==> src/rtl/mine_placer.sv <==
// Board-setup sequencer: clears the grid, scatters NUM_MINES mines (code 10) away from the
// safe cell using a Galois LFSR, then strobes the RAM's number port for every non-mine cell.
module mine_placer #(
  parameter int          GRID_W        = 5,
  parameter int          GRID_H        = 5,
  parameter int          CELLS         = GRID_W * GRID_H,
  parameter int          CELL_BITS     = 5,
  parameter int          NUM_MINES     = 5,
  parameter int          ADDRESS_WIDTH = 12,
  parameter int          DATA_WIDTH    = 32,
  parameter logic [15:0] SEED          = 16'hACE1
) (
  input  logic                     clk,
  input  logic                     rst_n,
  input  logic                     start,
  input  logic [ADDRESS_WIDTH-1:0] safeCell,
  output logic                     busy,
  output logic                     done,
  output logic                     wEn,
  output logic [ADDRESS_WIDTH-1:0] addr,
  output logic [DATA_WIDTH-1:0]    wData,
  input  logic [DATA_WIDTH-1:0]    rData,
  output logic [31:0]              checkID,
  output logic                     nowCheck,
  output logic [CELL_BITS:0]       mineCount
);

  if (NUM_MINES < 1 || NUM_MINES > CELLS - 1) begin : g_bad_mines
    $error("mine_placer: NUM_MINES must lie in 1..CELLS-1");
  end
  if (CELLS > (1 << CELL_BITS)) begin : g_bad_cells
    $error("mine_placer: CELLS exceeds the LFSR candidate range");
  end

  localparam logic [15:0]           SEED_EFF = (SEED == 16'h0) ? 16'hACE1 : SEED;
  localparam logic [15:0]           TAPS     = 16'hB400;
  localparam logic [DATA_WIDTH-1:0] MINE     = DATA_WIDTH'(10);
  localparam logic [CELL_BITS-1:0]  LAST     = CELL_BITS'(CELLS - 1);
  localparam logic [CELL_BITS:0]    NM       = (CELL_BITS + 1)'(NUM_MINES);

  typedef enum logic [2:0] {
    S_IDLE, S_CLEAR, S_PICK, S_TEST, S_WRITE, S_NREAD, S_NUMB, S_DONE
  } state_t;

  state_t                   state, state_d;
  logic [CELL_BITS-1:0]     idx, idx_d, cand, cand_d;
  logic [ADDRESS_WIDTH-1:0] safe, safe_d;
  logic [15:0]              lfsr, lfsr_d, lfsr_next;
  logic                     busy_d, done_d, wen_d, now_d;
  logic [ADDRESS_WIDTH-1:0] addr_d;
  logic [DATA_WIDTH-1:0]    wdata_d;
  logic [31:0]              check_d;
  logic [CELL_BITS:0]       mines_d;

  assign lfsr_next = {1'b0, lfsr[15:1]} ^ (lfsr[0] ? TAPS : 16'h0);

  // Outputs are computed one state ahead and registered, so a state's RAM access is
  // visible during the following cycle and the RAM's negedge write sees stable values.
  always_comb begin
    state_d = state;
    idx_d   = idx;
    cand_d  = cand;
    safe_d  = safe;
    lfsr_d  = lfsr;
    busy_d  = busy;
    done_d  = 1'b0;
    wen_d   = 1'b0;
    now_d   = 1'b0;
    addr_d  = addr;
    wdata_d = wData;
    check_d = checkID;
    mines_d = mineCount;
    case (state)
      S_IDLE: begin
        if (start) begin
          safe_d  = safeCell;
          idx_d   = '0;
          mines_d = '0;
          busy_d  = 1'b1;
          state_d = S_CLEAR;
        end
      end
      S_CLEAR: begin
        wen_d   = 1'b1;
        addr_d  = ADDRESS_WIDTH'(idx);
        wdata_d = '0;
        idx_d   = idx + 1'b1;
        if (idx == LAST) state_d = S_PICK;
      end
      S_PICK: begin
        lfsr_d  = lfsr_next;
        cand_d  = lfsr_next[CELL_BITS-1:0];
        addr_d  = ADDRESS_WIDTH'(lfsr_next[CELL_BITS-1:0]);
        state_d = S_TEST;
      end
      S_TEST: begin
        // An out-of-range safe cell never equals an in-range candidate, so nothing is excluded.
        if (int'(cand) >= CELLS || ADDRESS_WIDTH'(cand) == safe || rData == MINE)
          state_d = S_PICK;
        else
          state_d = S_WRITE;
      end
      S_WRITE: begin
        wen_d   = 1'b1;
        addr_d  = ADDRESS_WIDTH'(cand);
        wdata_d = MINE;
        mines_d = mineCount + 1'b1;
        if ((mineCount + 1'b1) == NM) begin
          idx_d   = '0;
          state_d = S_NREAD;
        end else begin
          state_d = S_PICK;
        end
      end
      S_NREAD: begin
        addr_d  = ADDRESS_WIDTH'(idx);
        state_d = S_NUMB;
      end
      S_NUMB: begin
        if (rData != MINE) begin
          now_d   = 1'b1;
          check_d = 32'(idx);
        end
        idx_d   = idx + 1'b1;
        state_d = (idx == LAST) ? S_DONE : S_NREAD;
      end
      S_DONE: begin
        done_d  = 1'b1;
        busy_d  = 1'b0;
        state_d = S_IDLE;
      end
      default: state_d = S_IDLE;
    endcase
  end

  always_ff @(posedge clk or negedge rst_n) begin
    if (!rst_n) begin
      state     <= S_IDLE;
      idx       <= '0;
      cand      <= '0;
      safe      <= '0;
      lfsr      <= SEED_EFF;
      busy      <= 1'b0;
      done      <= 1'b0;
      wEn       <= 1'b0;
      addr      <= '0;
      wData     <= '0;
      checkID   <= '0;
      nowCheck  <= 1'b0;
      mineCount <= '0;
    end else begin
      state     <= state_d;
      idx       <= idx_d;
      cand      <= cand_d;
      safe      <= safe_d;
      lfsr      <= lfsr_d;
      busy      <= busy_d;
      done      <= done_d;
      wEn       <= wen_d;
      addr      <= addr_d;
      wData     <= wdata_d;
      checkID   <= check_d;
      nowCheck  <= now_d;
      mineCount <= mines_d;
    end
  end

endmodule

==> config.mk <==
export PLATFORM = sky130hd
export DESIGN_NAME = mine_placer
export DESIGN_NICKNAME = d
export VERILOG_FILES = /design/src/rtl/mine_placer.sv
export SDC_FILE = /design/constraint.sdc
export NUM_CORES = 1
export LEC_CHECK = 0
export CAP_MARGIN = 20
export CORE_MARGIN = 3
export CORE_UTILIZATION = 40
export CTS_CLUSTER_SIZE = 20
export DETAILED_ROUTE_END_ITERATION = 10
export PLACE_DENSITY = 0.87
export SLEW_MARGIN = 15
export SYNTH_ARGS = -nofsm -noshare
export SYNTH_HDL_FRONTEND = slang
export SYNTH_SLANG_ARGS = --single-unit
==> constraint.sdc <==
create_clock -name clk -period 1.55 [get_ports clk]
set_input_delay 0.155 -clock clk [delete_from_list [all_inputs] [get_ports clk]]
set_output_delay 0.155 -clock clk [all_outputs]
set_load 0.05 [all_outputs]
# Word-level counts from Yosys, hierarchy flattened
# Cells that the tools add are included.
# word_totals
word_cells	69
out_inout_bits	86
input_bits	47
ff_bits	100
# op_classes
magnitude_cmp	1
eq_ne	15
addsub	2
bitwise_logic	1
reduce_logical	17
mux	20
# ops
operator	count
32-bit one-hot mux with 2 select lines	1
12-bit one-hot mux with 3 select lines	1
32-bit by 4-bit equality test with 1-bit output (second input constant)	1
32-bit by 4-bit inequality test with 1-bit output (second input constant)	1
3-bit one-hot mux with 8 select lines	1
16-bit 2-to-1 mux	1
15-bit by 16-bit bitwise XOR with 16-bit output	1
5-bit one-hot mux with 3 select lines	1
3-bit equality test (second input constant)	4
5-bit by 12-bit equality test with 1-bit output	1
3-bit 2-to-1 mux	4
6-bit one-hot mux with 2 select lines	1
5-bit 2-to-1 mux	2
2-bit AND reduction	5
6-bit by 1-bit adder with 6-bit output (second input constant)	1
3-bit by 2-bit equality test with 1-bit output (second input constant)	2
6-bit by 3-bit equality test with 1-bit output (second input constant)	1
6-bit 2-to-1 mux	1
2-bit inequality test (second input constant)	3
2-bit nonzero test	3
3-bit nonzero test	2
2-bit OR reduction	3
5-bit by 1-bit adder with 5-bit output (second input constant)	1
5-bit equality test (second input constant)	1
other kinds (8)	13

# Logic depth before layout (Yosys ltp)
# logic_depth
depth_word	5
depth_mapped	6
ltp_nobuf	6

# Least setup slack after synthesis
# No wires, ideal clock.
# synth_timing
path_kind	register to register
start	reg mineCount[0]
end	reg idx[2]
setup_ns	0.124
arrival_ns	1.743
required_ns	1.426
path_stages_with_launch	7
path_buffers	0
setup_slack_ns	-0.317
path_cell_list	dfrtp_1 inv_1 ha_1 nor3b_2 o2111ai_2 a21o_1 a211o_1
# synth_between
elab_chain_len	4
# synth_lines
element	line	source
start, declared	25	output logic [CELL_BITS:0] mineCount
start signal, assigned	164	mineCount <= mines_d;
6-bit by 1-bit adder with 6-bit output	108	if ((mineCount + 1'b1) == NM) begin
6-bit by 3-bit equality test with 1-bit output	108	
2-bit inequality test (no source line)	n/a	
3-bit AND reduction (no source line)	n/a	
end signal, assigned	153	idx <= idx_d;
end, declared	46	logic [CELL_BITS-1:0] idx, idx_d, cand, cand_d;
# No other way between the ends.
# A chain may end at the register's enable or synchronous reset.

# Worst setup path in the final report
# Ends and elaborated chain as after synthesis.

==> metrics.md <==
| Metric | Value |
|---|---|
| Status | finished, violations left |
| Violated checks | negative setup slack |
| 1st-iter DRT viols | 111 |
| Final Skew | 0.007496 ns |
| Critical path startpoint category | flop |
| Layout cells sized above 1 | 35.32% |
| Yosys top cell area share | 35.73% |
| Congestion Overflow GR | 0 |
| Hpwl dp | 5.802 mm |
| Multi-input logic area | 1828 sq um |
| Worst-Margin Slew | 0.5530 ns |
| Seq/Total Area, Yosys | about two fifths |
| Placed cell area | 4232 sq um |
| Clk pin slew, worst setup/hold paths | 0.07 ns |
| Required arrival time at the worst endpoint | ~1.8 ns |
| Clock Tree Buf Depth | 2 |
| Setup TNS | -0.2241 ns |
| Relative slew slack | between 60% and 70% |
| PwrDens | between 800 and 900 nW/um^2 |
| Unrepaired setup endpoints after global routing | true |
| Most common cell after layout, fill and taps aside | conb_1 |
| Total number of vias | about 2700 |
| Initial antenna violation count | 0 |
| # setup viols final | 5 |
| Area leader, netlist | dfrtp_1 |
| Fin nets | 499 |
| Total detailed-routing wirelength | 7.769 mm |
| Main synth FF type | dfrtp_1 |
| Final Slew Violations | 0 |
| CTS tree | done |
| Global-route wire length before repair | 11.82 mm |
| Antenna viol nets, final | 0 |
| Worst Setup Slack, final | -0.08474 ns |
| Peak VDD IR | 0.6388 mV |
| Die H | 99.57 microns |
| WS Path Type | reg -> reg |
| Cts bufs inserted | 9 |
| Distinct cells, synth | 49 |
| Top cells by area, synth | dfrtp_1, buf_4, mux2_2 |
| Worst Path Arrival | 1.85 ns |
| Layout area overhead | 34.62% |
| Post-synth EDFFs | 0 |
| Finished Cell Area | 4715 sq um |
| Commonest cells after routing, fill and taps aside | conb_1, buf_4, dfrtp_1 |
| Synth Cell Area | 3502 sq um |
| Die X-Extent | 99.57 microns |
| Max-Cap Viols | 0 |
| Synth Register Bits | between 50 and 60 |
| Root buf cell | clkbuf_8 |
| Vias in the first global route | roughly 2500 |
| Max Freq | between 600 and 700 MHz |
| Ports | 133 |
| Die area | 9914 sq um |
| Final Hold Fails | 0 |
| CP Capture Type | flop |
| Initial Utilization | between 40% and 50% |
| Slack of the worst reg-to-reg path | -0.08 ns |
| Drt pass-1 iters | 4 |
| Wire length per cell | 13.92 microns |
| Fraction of registers with async set/reset | 100.0% |
| Port bufs | 68 |
| Final Cycle Share | 105.5% |
| DP Cell Count | ~530 |
| Clock latency on the worst-skew pair | 0.34 ns |
| Tmin final | approximately 1.6 ns |
| Clock sinks | slightly below 60 |
| Yosys warning total | 0 |
| Post-Syn Instances | 341 |
| Largest net degree at the start of global routing | 27 |
| Antenna fix cells | 0 |
| Avg Inst Size Synth | ~10 sq um |
| HP Class | in -> async |
| Total Power | 3794 uW |
| Gpl congestion | around 0.90 |
| Rows | 33 |
| Max Fanout on Critical Path | 4 |
| DRC | 0 |
| Register Area | between 1000 and 1500 sq um |
| Fillers | 675 |
| Via-to-Cell Ratio | approximately 4.9 |
| Lkg Pwr | roughly 0.0022 uW |
| Core area | 8341 sq um |
| Non-filler instance count after layout | ~560 |
| H-tree Lvls | 3 |
| Total GRT Usage | 14.74% |
==> Yosys cell counts (2+ instances only) <==
| library cell | instances |
|---|---|
| inv_1 | 11 |
| nand4b_1 | 4 |
| xor2_1 | 2 |
| buf_6 | 2 |
| dfrtp_1 | 50 |
| a21boi_0 | 2 |
| nand4_1 | 5 |
| a21oi_1 | 15 |
| mux2_2 | 36 |
| nor3b_2 | 2 |
| nor2_1 | 14 |
| nor4_1 | 8 |
| o22ai_1 | 7 |
| ha_1 | 4 |
| nand3_1 | 9 |
| buf_2 | 5 |
| o21ai_0 | 15 |
| clkbuf_1 | 2 |
| a211o_1 | 2 |
| xnor2_1 | 8 |
| o31ai_1 | 3 |
| o21bai_1 | 2 |
| a21o_1 | 3 |
| a31oi_1 | 3 |
| o211ai_1 | 5 |
| buf_4 | 68 |
| and3_1 | 3 |
| nand2b_1 | 2 |
| dfstp_2 | 8 |
| a2bb2oi_1 | 4 |
| nand2_1 | 19 |
==> timing repair <==
| action | in CTS | in global routing |
|---|---|---|
| resized for setup | 5 | 37 |
| hold buffers | 1 | 0 |
| endpoints found under the hold margin | 15 | 0 |
| pin swaps | 2 | 11 |
| setup buffers | 3 | 5 |
| cloned | 0 | 1 |
| setup endpoints to repair | 8 | 23 |
==> worst max-delay path, cell delays in order, from the launching register on <==
cell and delay (ns):
dfrtp_2 0.43, buf_4 0.14, buf_4 0.13, a21oi_1 0.21, o2111ai_2 0.16, a21o_1 0.19
a211o_1 0.26
==> power by group <==
part / switching (uW) / internal [uW]
Combinational: 466 / 167
Sequential: 29.1 / 1580
Clock: 607 / 950
==> state kept, by name, indices dropped and copies added, names as in the netlist, 3 cells and up <==
register	cells
safe	12
mineCount	6
state	3
checkID	5
idx	5
cand	4
lfsr	13
addr	5
==> layer usage <==
layer / share of wire (%) / GRT usage, % / up-vias
met3: 6.2 / 4.909 / 5
met4: 0.71 / 3.782 / 0
met1: 43 / 18.61 / 1333
li1: - / - / 1298
met5: 0 / 0 / -
met2: 50 / 24.33 / 96
==> final timing paths <==
path,cells after the start,to,start
worst max-delay path,6,idx[2],mineCount[0]
worst min-delay path,2,safe[8],rst_n
worst max register to register,6,idx[2],mineCount[0]
worst min register to register,2,lfsr[10],lfsr[10]
max in group asynchronous,3,checkID[0],rst_n
min in group clk,2,safe[3],safeCell[3]
==> metrics by stage <==
step | hold WS [ns] | worst slack [ns] | util (%)
after floorplan | -0.1406 | -0.1903 | -
after global placement | 0.1560 | -0.3064 | 50.74
after detailed placement | 0.1728 | -0.3770 | 50.74
after CTS | 0.3232 | -0.07160 | 54.31
after global routing | 0.3587 | -0.1273 | 56.53
final | 0.3264 | -0.08474 | 56.53
==> final cells by class <==
type	count	area share, %
Tap cell	105	2.787
Clock inverter	6	1.911
Inverter	11	0.9554
Timing Repair Buffer	110	21.50
Clock buffer	10	2.919
Multi-Input combinational cell	258	38.77
Sequential cell	58	31.16
==> logic make-up (layout without fill, tap and decap cells) <==
kind of cell	count (synthesis)	count (layout)	share of synthesized area, %
buffers and inverters	89	137	17.43
adder cells (fa/ha/maj)	4	4	1.429
AND/OR/NAND/NOR	75	76	12.61
other	1	64	0.1071
flip-flops	58	58	41.73
AO/OA/AOI/OAI	68	68	12.61
multiplexers	36	36	11.58
XOR/XNOR	10	10	2.501
No activity file was read; power rests on OpenSTA's default activity.
